File: config.mk
export PLATFORM = sky130hd
export DESIGN_NAME = rr_interval_tracker
export DESIGN_NICKNAME = d
export VERILOG_FILES = /design/src/rtl/ecg_pkg.sv /design/src/rtl/rr_fifo.sv /design/src/rtl/rr_interval_tracker.sv
export SDC_FILE = /design/constraint.sdc
export NUM_CORES = 1
export LEC_CHECK = 0
export ABC_AREA = 1
export BUFFER_PORTS_ARGS = -buffer_cell sky130_fd_sc_hd__buf_2
export CAP_MARGIN = 15
export CORE_MARGIN = 10
export CORE_UTILIZATION = 40
export CTS_CLUSTER_DIAMETER = 40
export CTS_CLUSTER_SIZE = 10
export DETAILED_ROUTE_END_ITERATION = 16
export HOLD_SLACK_MARGIN = 0.03
export PLACE_DENSITY = 0.63
export SYNTH_ARGS = -nofsm -noshare
export SYNTH_HDL_FRONTEND = slang
export SYNTH_HIERARCHICAL = 1
export SYNTH_SLANG_ARGS = --single-unit
File: constraint.sdc
create_clock -name clk -period 4.8 [get_ports clk]
set_input_delay 1.44 -clock clk [delete_from_list [all_inputs] [get_ports clk]]
set_output_delay 1.44 -clock clk [all_outputs]
set_load 0.05 [all_outputs]
File: src/rtl/ecg_pkg.sv
// Shared ECG pipeline definitions: default RR limits, the tracker FSM state
// type and the moving-average window size (2**AVG_LOG2 beats).
package ecg_pkg;

  localparam int DEF_MIN_RR = 60;
  localparam int DEF_MAX_RR = 600;
  localparam int AVG_LOG2   = 3;

  typedef enum logic {
    WAIT_FIRST = 1'b0,
    TRACK      = 1'b1
  } rr_state_t;

endpackage

File: src/rtl/rr_fifo.sv
// First-word-fall-through queue for RR interval entries.
// Write side: push is accepted when not full, or when a pop happens in the
// same cycle. Read side: data is valid whenever valid=1; an entry leaves on
// a cycle with valid && ready. The producer decides what to do on full.
module rr_fifo #(
  parameter int WIDTH = 17,
  parameter int DEPTH = 4
) (
  input  logic             clk,
  input  logic             rst,
  input  logic             push,
  input  logic [WIDTH-1:0] push_data,
  output logic             full,
  output logic             valid,
  input  logic             ready,
  output logic [WIDTH-1:0] data
);

  localparam int AW = $clog2(DEPTH);

  logic [AW:0]      wr_ptr;
  logic [AW:0]      rd_ptr;
  logic [WIDTH-1:0] mem [DEPTH];
  logic             pop;
  logic             wr_en;

  assign valid = (wr_ptr != rd_ptr);
  assign full  = (wr_ptr[AW] != rd_ptr[AW]) && (wr_ptr[AW-1:0] == rd_ptr[AW-1:0]);
  assign pop   = valid && ready;
  assign wr_en = push && (!full || pop);
  assign data  = mem[rd_ptr[AW-1:0]];

  // Storage and pointers; storage is cleared so the head reads 0 after reset.
  always_ff @(posedge clk or posedge rst) begin
    if (rst) begin
      wr_ptr <= '0;
      rd_ptr <= '0;
      for (int i = 0; i < DEPTH; i++) mem[i] <= '0;
    end else begin
      if (wr_en) begin
        mem[wr_ptr[AW-1:0]] <= push_data;
        wr_ptr              <= wr_ptr + 1'b1;
      end
      if (pop) rd_ptr <= rd_ptr + 1'b1;
    end
  end

endmodule

File: src/rtl/rr_interval_tracker.sv
// RR interval tracker: counts sample strobes between accepted R peaks,
// queues intervals downstream, and pulses asystole on timeout.
// Optional feature macro RR_AVG_EN: 8-beat moving average and irregular tag.
// Output handshake: rr_interval/rr_irregular are meaningful while rr_valid=1;
// the head entry is consumed on a cycle with rr_valid && rr_ready.
module rr_interval_tracker
  import ecg_pkg::*;
#(
  parameter int CNT_W      = 16,
  parameter int MIN_RR     = DEF_MIN_RR,
  parameter int MAX_RR     = DEF_MAX_RR,
  parameter int FIFO_DEPTH = 4
) (
  input  logic             clk,
  input  logic             rst,
  input  logic             sample_en,
  input  logic             r_peak,
  input  logic             rr_ready,
  output logic             rr_valid,
  output logic [CNT_W-1:0] rr_interval,
  output logic             rr_irregular,
  output logic [CNT_W-1:0] rr_avg,
  output logic             avg_valid,
  output logic             asystole,
  output logic             overrun,
  output logic             state_dbg
);

  localparam logic [CNT_W-1:0] MIN_C  = CNT_W'(MIN_RR);
  localparam logic [CNT_W-1:0] MAX_M1 = CNT_W'(MAX_RR - 1);

  rr_state_t        state;
  rr_state_t        state_next;
  logic [CNT_W-1:0] cnt;
  logic [CNT_W-1:0] cnt_next;
  logic [CNT_W-1:0] iv;
  logic             push_req;
  logic             timeout;
  logic             irr;
  logic             fifo_full;
  logic [CNT_W:0]   fifo_data;

  assign state_dbg = state;

  // FSM state register.
  always_ff @(posedge clk or posedge rst) begin
    if (rst) state <= WAIT_FIRST;
    else     state <= state_next;
  end

  // Next state, counter update, push and timeout decisions on each strobe.
  always_comb begin
    state_next = state;
    cnt_next   = cnt;
    push_req   = 1'b0;
    timeout    = 1'b0;
    iv         = cnt + 1'b1;
    if (sample_en) begin
      case (state)
        WAIT_FIRST: begin
          if (r_peak) begin
            cnt_next   = '0;
            state_next = TRACK;
          end
        end
        TRACK: begin
          if (r_peak) begin
            if (iv < MIN_C) begin
              cnt_next = iv;
            end else begin
              push_req = 1'b1;
              cnt_next = '0;
            end
          end else if (cnt == MAX_M1) begin
            timeout    = 1'b1;
            cnt_next   = '0;
            state_next = WAIT_FIRST;
          end else begin
            cnt_next = iv;
          end
        end
        default: state_next = WAIT_FIRST;
      endcase
    end
  end

  // Interval counter, asystole pulse and sticky overrun flag.
  always_ff @(posedge clk or posedge rst) begin
    if (rst) begin
      cnt      <= '0;
      asystole <= 1'b0;
      overrun  <= 1'b0;
    end else begin
      cnt      <= cnt_next;
      asystole <= timeout;
      if (push_req && fifo_full && !(rr_valid && rr_ready)) overrun <= 1'b1;
    end
  end

`ifdef RR_AVG_EN
  localparam int HIST_N = 1 << AVG_LOG2;
  localparam int SUM_W  = CNT_W + AVG_LOG2;

  logic [CNT_W-1:0]    hist [HIST_N];
  logic [AVG_LOG2-1:0] hist_ptr;
  logic [SUM_W-1:0]    sum;
  logic [AVG_LOG2:0]   acc_cnt;
  logic [CNT_W-1:0]    diff;

  assign rr_avg    = sum[SUM_W-1:AVG_LOG2];
  assign avg_valid = acc_cnt[AVG_LOG2];

  // Deviation of the new interval from the average held before it.
  always_comb begin
    diff = (iv >= rr_avg) ? (iv - rr_avg) : (rr_avg - iv);
    irr  = avg_valid && (diff > (rr_avg >> 2));
  end

  // Circular history with running sum; cleared when tracking is lost.
  always_ff @(posedge clk or posedge rst) begin
    if (rst) begin
      for (int i = 0; i < HIST_N; i++) hist[i] <= '0;
      hist_ptr <= '0;
      sum      <= '0;
      acc_cnt  <= '0;
    end else if (timeout) begin
      for (int i = 0; i < HIST_N; i++) hist[i] <= '0;
      hist_ptr <= '0;
      sum      <= '0;
      acc_cnt  <= '0;
    end else if (push_req) begin
      hist[hist_ptr] <= iv;
      hist_ptr       <= hist_ptr + 1'b1;
      sum            <= sum + SUM_W'(iv) - SUM_W'(hist[hist_ptr]);
      if (!acc_cnt[AVG_LOG2]) acc_cnt <= acc_cnt + 1'b1;
    end
  end
`else
  assign rr_avg    = '0;
  assign avg_valid = 1'b0;
  assign irr       = 1'b0;
`endif

  rr_fifo #(
    .WIDTH (CNT_W + 1),
    .DEPTH (FIFO_DEPTH)
  ) u_fifo (
    .clk       (clk),
    .rst       (rst),
    .push      (push_req),
    .push_data ({irr, iv}),
    .full      (fifo_full),
    .valid     (rr_valid),
    .ready     (rr_ready),
    .data      (fifo_data)
  );

  assign rr_interval  = fifo_data[CNT_W-1:0];
  assign rr_irregular = fifo_data[CNT_W];

endmodule

After elaboration in Yosys (flattened, before gate mapping) --
Cells that the tools add are included.
Word-level totals: register bits 93, bits of input ports 5, output and inout bits 38, logic and storage cells 58
Operators by class: add/sub/neg operators 3, $lt $le $gt $ge 4, equal/unequal tests 5, muxes and demuxes 23, bitwise logic cells 3, reduce and logical (&&, ||, !) cells 10
Operators with widths (number):
- $bwmux W68 | 1
- $mux W16 | 4
- $mux W17 | 3
- $bmux W17 S2 | 1
- $demux W17 S2 | 1
- $pmux W16 S2 | 1
- $add A16 B1 Y16 const B | 1
- $eq A16 B10 Y1 const B | 1
- $lt A16 B6 Y1 const B | 1
- $mux W1 | 11
- $add A3 B1 Y3 const B | 2
- $ge A3 B3 Y1 const B | 2
- $logic_and A1 B1 Y1 | 6
- $not A2 Y3 | 2
- $lt A3 B1 Y1 const B | 1
- $ne A3 B3 Y1 | 1
- $eq A2 B2 Y1 | 1
- $logic_not A1 Y1 | 2
- $ne A2 B2 Y1 const B | 1
- $pmux W1 S2 | 1
- $reduce_and A2 Y1 | 1
- $logic_or A1 B1 Y1 | 1
- $ne A1 B1 Y1 | 1
- $not A1 Y1 | 1

Logic depth before layout (Yosys ltp) --
Gate-level depths: netlist (run 1).
word-level depth 8, gate-level depth with buffers 18, mapped depth without buffers 15

Hierarchy --
Netlist (run 1), hierarchy kept.
By module, submodules not included:
- rr_fifo | instances 1, cells each 453, area each 3688.5 µm², seq. area each 1851.8 µm²
- rr_interval_tracker | instances 1, cells each 211, area each 1411.4 µm², seq. area each 475.5 µm²

Least setup slack after synthesis (run 1) --
Ideal clock, no wire load.
path kind register to output, start point reg u_fifo.rd_ptr[1], end point out rr_interval[0], data arrival time 1.789 ns, required time 3.360 ns, slack 1.571 ns, cell stages (with the launch flop) 6, path buffers 2, cell sequence dfrtp_1 -> clkbuf_1 -> inv_1 -> clkbuf_1 -> o21ai_0 -> o22ai_1
On the way: word-level cells in the longest chain between the ends 4
RTL lines:
- from (decl) | RTL line rr_fifo.sv:22 | logic [AW:0] rd_ptr;
- from (signal assigned) | RTL line rr_fifo.sv:44 | if (pop) rd_ptr <= rd_ptr + 1'b1;
- $not A2 Y3 (implied by the code) | RTL line rr_fifo.sv:31 | assign data = mem[rd_ptr[AW-1:0]];
- $bmux W17 S2 | RTL line rr_fifo.sv:31
- $mux W17 (implied by the code) (2 in series) | RTL line rr_fifo.sv:31
- to (decl) | RTL line rr_interval_tracker.sv:20 | output logic [CNT_W-1:0] rr_interval,
Every way passes these cells. The select of a mux whose other input is x is not followed.

Worst setup path after layout (run 1) --
start point reg u_fifo.rd_ptr[1], end point out rr_interval[9]
Same word-level chain as after synthesis.

==> results of run 1 <==
## state kept, by name, indices dropped and copies added, names as in the netlist
register,cells
u_fifo/rd_ptr,3
state_dbg,1
u_fifo/mem,68
asystole,1
overrun,1
cnt,16
u_fifo/wr_ptr,3
## power breakdown
part,switching [mW],total (mW),internal (mW)
Sequential,0.0861,0.934,0.847
Combinational,0.974,1.25,0.281
Clock,0.297,0.802,0.504
Total,1.36,2.99,1.63
## synthesized netlist by cell type
cell type  instances
conb_1             1
nand4_4            1
ha_1               6
a21boi_0           1
inv_1             36
nand2_1          214
nor4_1             1
nand4_1           84
nor2_1            54
o21ai_1            1
nor2_4             1
buf_6              3
o21ai_0           43
nand3_4            1
inv_4              1
o22ai_1           17
buf_2             10
buf_4             18
nand3_1           29
a21oi_1            1
buf_1              7
xor2_1             4
clkbuf_1          20
and2_1             1
nand2_4            1
nor2_2             5
dfrtp_1           93
xnor2_1            1
nand2_2            6
nand3_2            3
## layout make-up
type | count | share of cell area [%]
multi-input combinational | 496 | 42.9
sequential | 93 | 41.7
clock buffer | 10 | 4.10
tap | 172 | 3.85
timing repair buffer | 32 | 3.18
inverter | 37 | 2.53
clock inverter | 5 | 1.79
## routing by layer
metal	vias up	track usage (%)	part of all wire, %
li1	2198	-	-
met1	2163	21.2	45
met2	149	25.5	48
met3	21	2.57	5.1
met4	0	6.42	1.8
met5	-	0	0
## placed cells by master (no fill, tap or decap), types with 6 or more instances in the layout
master	count
inv_1	35
nand3_1	29
ha_1	6
clkbuf_16	9
buf_2	25
o21ai_0	43
nand2_1	214
nand2_2	6
nor2_1	53
conb_1	21
o22ai_1	17
dfrtp_1	93
buf_4	7
nand4_1	84
## worst max-delay path, cell delays in order (launching register included)
cell and delay [ns]:
dfrtp_1 0.50, buf_4 0.26, inv_1 0.39, o21ai_0 0.17, o22ai_1 0.24, buf_2 0.32
## worst min-delay path by stage
| stage | depth (start not counted) | to |
|---|---|---|
| after detailed placement | 2 | overrun |
| after floorplan | 2 | u_fifo/mem[33] |
| after global placement | 2 | overrun |
| after CTS | 2 | u_fifo/mem[18] |
| final | 2 | u_fifo/mem[18] |
| after global routing | 2 | u_fifo/mem[41] |
## logic make-up after synthesis
kind of cell | share of synthesized area [%]
and+or+nand+nor | 36.3
AOI/OAI and AO/OA | 6.65
adders and majority gates | 1.47
xor gates and xnor gates | 0.859
buffers and inverters | 9.05
other | 0.0735
DFF | 45.6
## per-stage QoR
step	hold WS [ns]	power (mW)	setup slack, ns	instances
floorplan	0.437	1.91	1.48	684
global placement	0.445	2.19	1.42	830
detailed placement	0.452	2.21	1.37	830
CTS	0.469	3.01	1.11	845
global route	0.482	3.16	0.918	845
finish	0.466	2.99	1.11	845
==> impl_metrics.yaml, run 1 <==
run_status:
  outcome: "completed"
drt:
  dr.pass1.iters: 5
  wl_microns: 13700
  remaining_drc_errors: 0
  via_count: 4531
  dr.first_iter.drc_count: 468
  wire_per_inst_microns: 16.2
  via_per_inst: 5.36
  final_antenna_net_count: 0
layout:
  nFillCells: 1273
  diodes: 0
  area_growth_pct: 9.49
  regArea_sq_um: 2330
  nNetsFinal: 680
  fin_util_pct: 44.4
  multi_input_area_sq_um: 2390
  design_area_sq_um: 5580
  drive_gt1_share_pct: 9.96
critical_path:
  reg2reg_slack_ns: 1.26
  worstSetupPathType: "reg2out"
  arrival_ns: 2.25
  r2r_end: "u_fifo/mem[37]"
  r2r-start: "cnt[4]"
  critPathLaunchType: "register"
  crit_path_max_fanout: 17
  crit_path_end_kind: "output port"
  cp-startpoint: "u_fifo/rd_ptr[1]"
  ff2ff_path_depth: 12
  endpoint: "rr_interval[9]"
  worstPathRequired_ns: 3.36
timing:
  tightest_slew_ns: 0.897
  layout_min_cycle_time_ns: 3.69
  post-route-period-util_pct: 76.8
  grt_setup_unrepaired: "false"
  clock_skew_ns: 0.00624
  finalSetupTns_ns: 0
  max_slew_margin_pct: 40.2
  hold_viol_final: 0
  clock.fmax_ghz: 0.271
  slew_violations: 0
  finalSetupViolations: 0
clock_network:
  clk_pin_slew_ns: 0.06
  cts_hold_buf: 0
  cts_buffer_depth: 2
  cts_root_buf: "clkbuf_16"
  post_cts_buffers: 0
  cts.sinks: 93
  cts_tree: "yes"
  h-tree-depth: 3
  numCtsBuffers: 9
  cts.repair.resized: 0
  insertion_delay_ns: 0.35
global_route:
  grt_max_degree: 58
  grt_pass1_wl_microns: 23300
  grt_usage_pct: 16.0
  antenna_found_initial: 0
  grt.overflow.total: 0
  grt_pass1_vias: 4339
synth:
  synth.top_cell.area_share_pct: 45.6
  synthesis.area_sq_um: 5100
  yosysSeqAreaShare_pct: 45.6
  ys_ff_latch: 93
  synth_top_area_cell: "dfrtp_1"
  netlist_top_cells_area: "dfrtp_1 (46%), nand2_1 (16%), nand4_1 (10%), o21ai_0 (4.2%), nor2_1 (4.0%)"
  synth-warning-count: 6
  syn_area_per_cell_sq_um: 7.68
  synth_cell_types: 30
  synthCells: 664
die:
  ios: 43
  die_area_sq_um: 17700
  row_count: 41
  die_y_microns: 133
  die_x_microns: 133
  coreArea_sq_um: 12600
  start_util_pct: 40.6
run:
  drv_cap: 0
worst_hold_path:
  worstHoldStart: "u_fifo/mem[18]"
  hp-class: "reg2reg"
placement:
  place_congestion: 0.862
  place_hpwl_microns: 9130
  post_dp_cell_area_sq_um: 5260
  place.port_buffers: 25
power_and_ir_drop:
  p_per_area_nw_per_um2: 535
  power.leakage_nw: 2.90
  vdd_drop_max_uv: 187
Note: power is estimated with default switching activity, not from simulation.
==> run 2: changes to the inputs <==
--- a/config.mk
+++ b/config.mk
@@ -14,7 +14,7 @@
 export CTS_CLUSTER_SIZE = 10
 export DETAILED_ROUTE_END_ITERATION = 16
 export HOLD_SLACK_MARGIN = 0.03
-export PLACE_DENSITY = 0.63
+export PLACE_DENSITY = 0.65
 export SYNTH_ARGS = -nofsm -noshare
 export SYNTH_HDL_FRONTEND = slang
 export SYNTH_HIERARCHICAL = 1
==> constraint.sdc (replaced) <==
create_clock -name clk -period 3.2 [get_ports clk]
set_input_delay 0.96 -clock clk [delete_from_list [all_inputs] [get_ports clk]]
set_output_delay 0.96 -clock clk [all_outputs]
set_load 0.05 [all_outputs]
==> impl_metrics.yaml, run 2 (synthesis gave the netlist of run 1 again) <==
layout:
  nFillCells: 1260
  diodes: 0
  layout_commonest_cell: "nand2_1"
  top_register: "u_fifo/mem"
  largest_reg_flops: 68
  largestRegisters: "u_fifo/mem x68, cnt x16"
  final_cell_mix: "nand2_1 (214), dfrtp_1 (93), nand4_1 (84)"
  drive_gt1_share_pct: 11.3
  area_growth_pct: 10.2
  nNetsFinal: 689
die:
  row_count: 41
  die_y_microns: 133
  coreArea_sq_um: 12600
  die_area_sq_um: 17700
  ios: 43
  die_x_microns: 133
  start_util_pct: 40.6
timing:
  hold_ws_ns: 0.466
  hold_viol_final: 0
  finalSetupViolations: 0
  max_slew_margin_pct: 50.3
  post-route-period-util_pct: 95.2
  clock.fmax_ghz: 0.328
  layout_min_cycle_time_ns: 3.05
  grt_setup_unrepaired: "false"
  tightest_slew_ns: 0.744
  slew_violations: 0
  finalSetupTns_ns: 0
  clock_skew_ns: 0.0105
drt:
  remaining_drc_errors: 0
  via_count: 4621
  dr.first_iter.drc_count: 401
  final_antenna_net_count: 0
  via_per_inst: 5.40
  dr.pass1.iters: 5
  wl_microns: 13600
  wire_per_inst_microns: 15.9
critical_path:
  worstSetupPathType: "reg2out"
  crit_path_end_kind: "output port"
  cp_top_family: "buffers and inverters"
  path_cells: "inv_1 -> buf_4 -> o21ai_0 -> o22ai_1 -> buf_2"
  worstPathRequired_ns: 2.24
  critPathLaunchType: "register"
  arrival_ns: 2.09
  slowest_stage: "dfrtp_1"
  crit_path_max_fanout: 12
  critPathBufInv: 3
  max_stage_delay_ns: 0.56
clock_network:
  cts_root_buf: "clkbuf_16"
  clk_pin_slew_ns: 0.07
  cts_buffer_depth: 2
  h-tree-depth: 3
  numCtsBuffers: 9
  cts.repair.resized: 0
  cts.sinks: 93
  cts_tree: "yes"
  cts_hold_buf: 0
  insertion_delay_ns: 0.35
  post_cts_buffers: 0
global_route:
  grt_pass1_wl_microns: 22800
  grt.overflow.total: 0
  grt_usage_pct: 15.6
  antenna_found_initial: 0
  grt_pass1_vias: 4396
  grt_max_degree: 75
power_and_ir_drop:
  power.leakage_nw: 2.93
  vdd_drop_max_uv: 309
  p_per_area_nw_per_um2: 776
placement:
  place_hpwl_microns: 9270
  place_congestion: 0.909
  place.port_buffers: 25
worst_hold_path:
  hp-class: "reg2reg"
run:
  drv_cap: 0
run_status:
  outcome: "completed"
[run 2: cell count changes in the layout (fill, tap and decap cells not counted), sizes merged]
cell / change
inv: +2
bufinv: -3
clkbuf: +2
buf: +9
clkinvlp: +1
clkinv: -1
[run 2: path summary, 6_finish.rpt]
path / start / end / slack [ns] / cells after the start
setup reg to reg: cnt[0] / u_fifo/mem[46] / 0.44 / 14
max in group asynchronous: rst / cnt[10] / 1.98 / 2
hold / removal: u_fifo/mem[21] / u_fifo/mem[21] / 0.47 / 2
min in group asynchronous: rst / u_fifo/mem[18] / 0.70 / 3
setup / recovery: u_fifo/rd_ptr[1] / rr_interval[7] / 0.15 / 5
hold reg to reg: u_fifo/mem[21] / u_fifo/mem[21] / 0.47 / 2
[run 2: cell type report]
cell class	count	area, sq um	area share, %
Clock buffer	12	256	4.56
Multi-Input combinational cell	496	2390	42.6
Inverter	37	141	2.52
Timing Repair Buffer	41	258	4.58
Sequential cell	93	2330	41.4
Tap cell	172	215	3.83
Clock inverter	4	30.0	0.534
[run 2: where the power goes]
part	total, mW	internal, mW	leakage, nW	switching (mW)
registers	1.38	1.27	1.27	0.112
logic	1.94	0.454	1.52	1.49
clock network	1.04	0.574	0.140	0.463
total	4.36	2.30	2.93	2.06
[run 2: through the flow]
| step | worst slack, ns | cell area, sq um | utilization [%] | std cells | total power [mW] |
|---|---|---|---|---|---|
| global placement | 0.578 | 5340 | 42.4 | 839 | 3.32 |
| floorplan | 0.358 | 5170 | - | 684 | 2.86 |
| global route | 0.0663 | 5620 | 44.7 | 855 | 4.59 |
| detailed placement | 0.501 | 5340 | 42.4 | 839 | 3.35 |
| finish | 0.152 | 5620 | 44.7 | 855 | 4.36 |
| CTS | 0.174 | 5620 | 44.7 | 855 | 4.39 |
[run 2: per-layer routing]
metal	track usage [%]	vias up	routed length, microns
met5	0	-	0
met4	3.97	0	132
met3	3.97	13	804
met2	25.1	150	6490
met1	20.4	2241	6160
li1	-	2217	-
[run 2: worst min-delay path: stages (launching register included)]
cell	delay (ns)
dfrtp_1	0.34
nand2_1	0.05
nand2_1	0.05
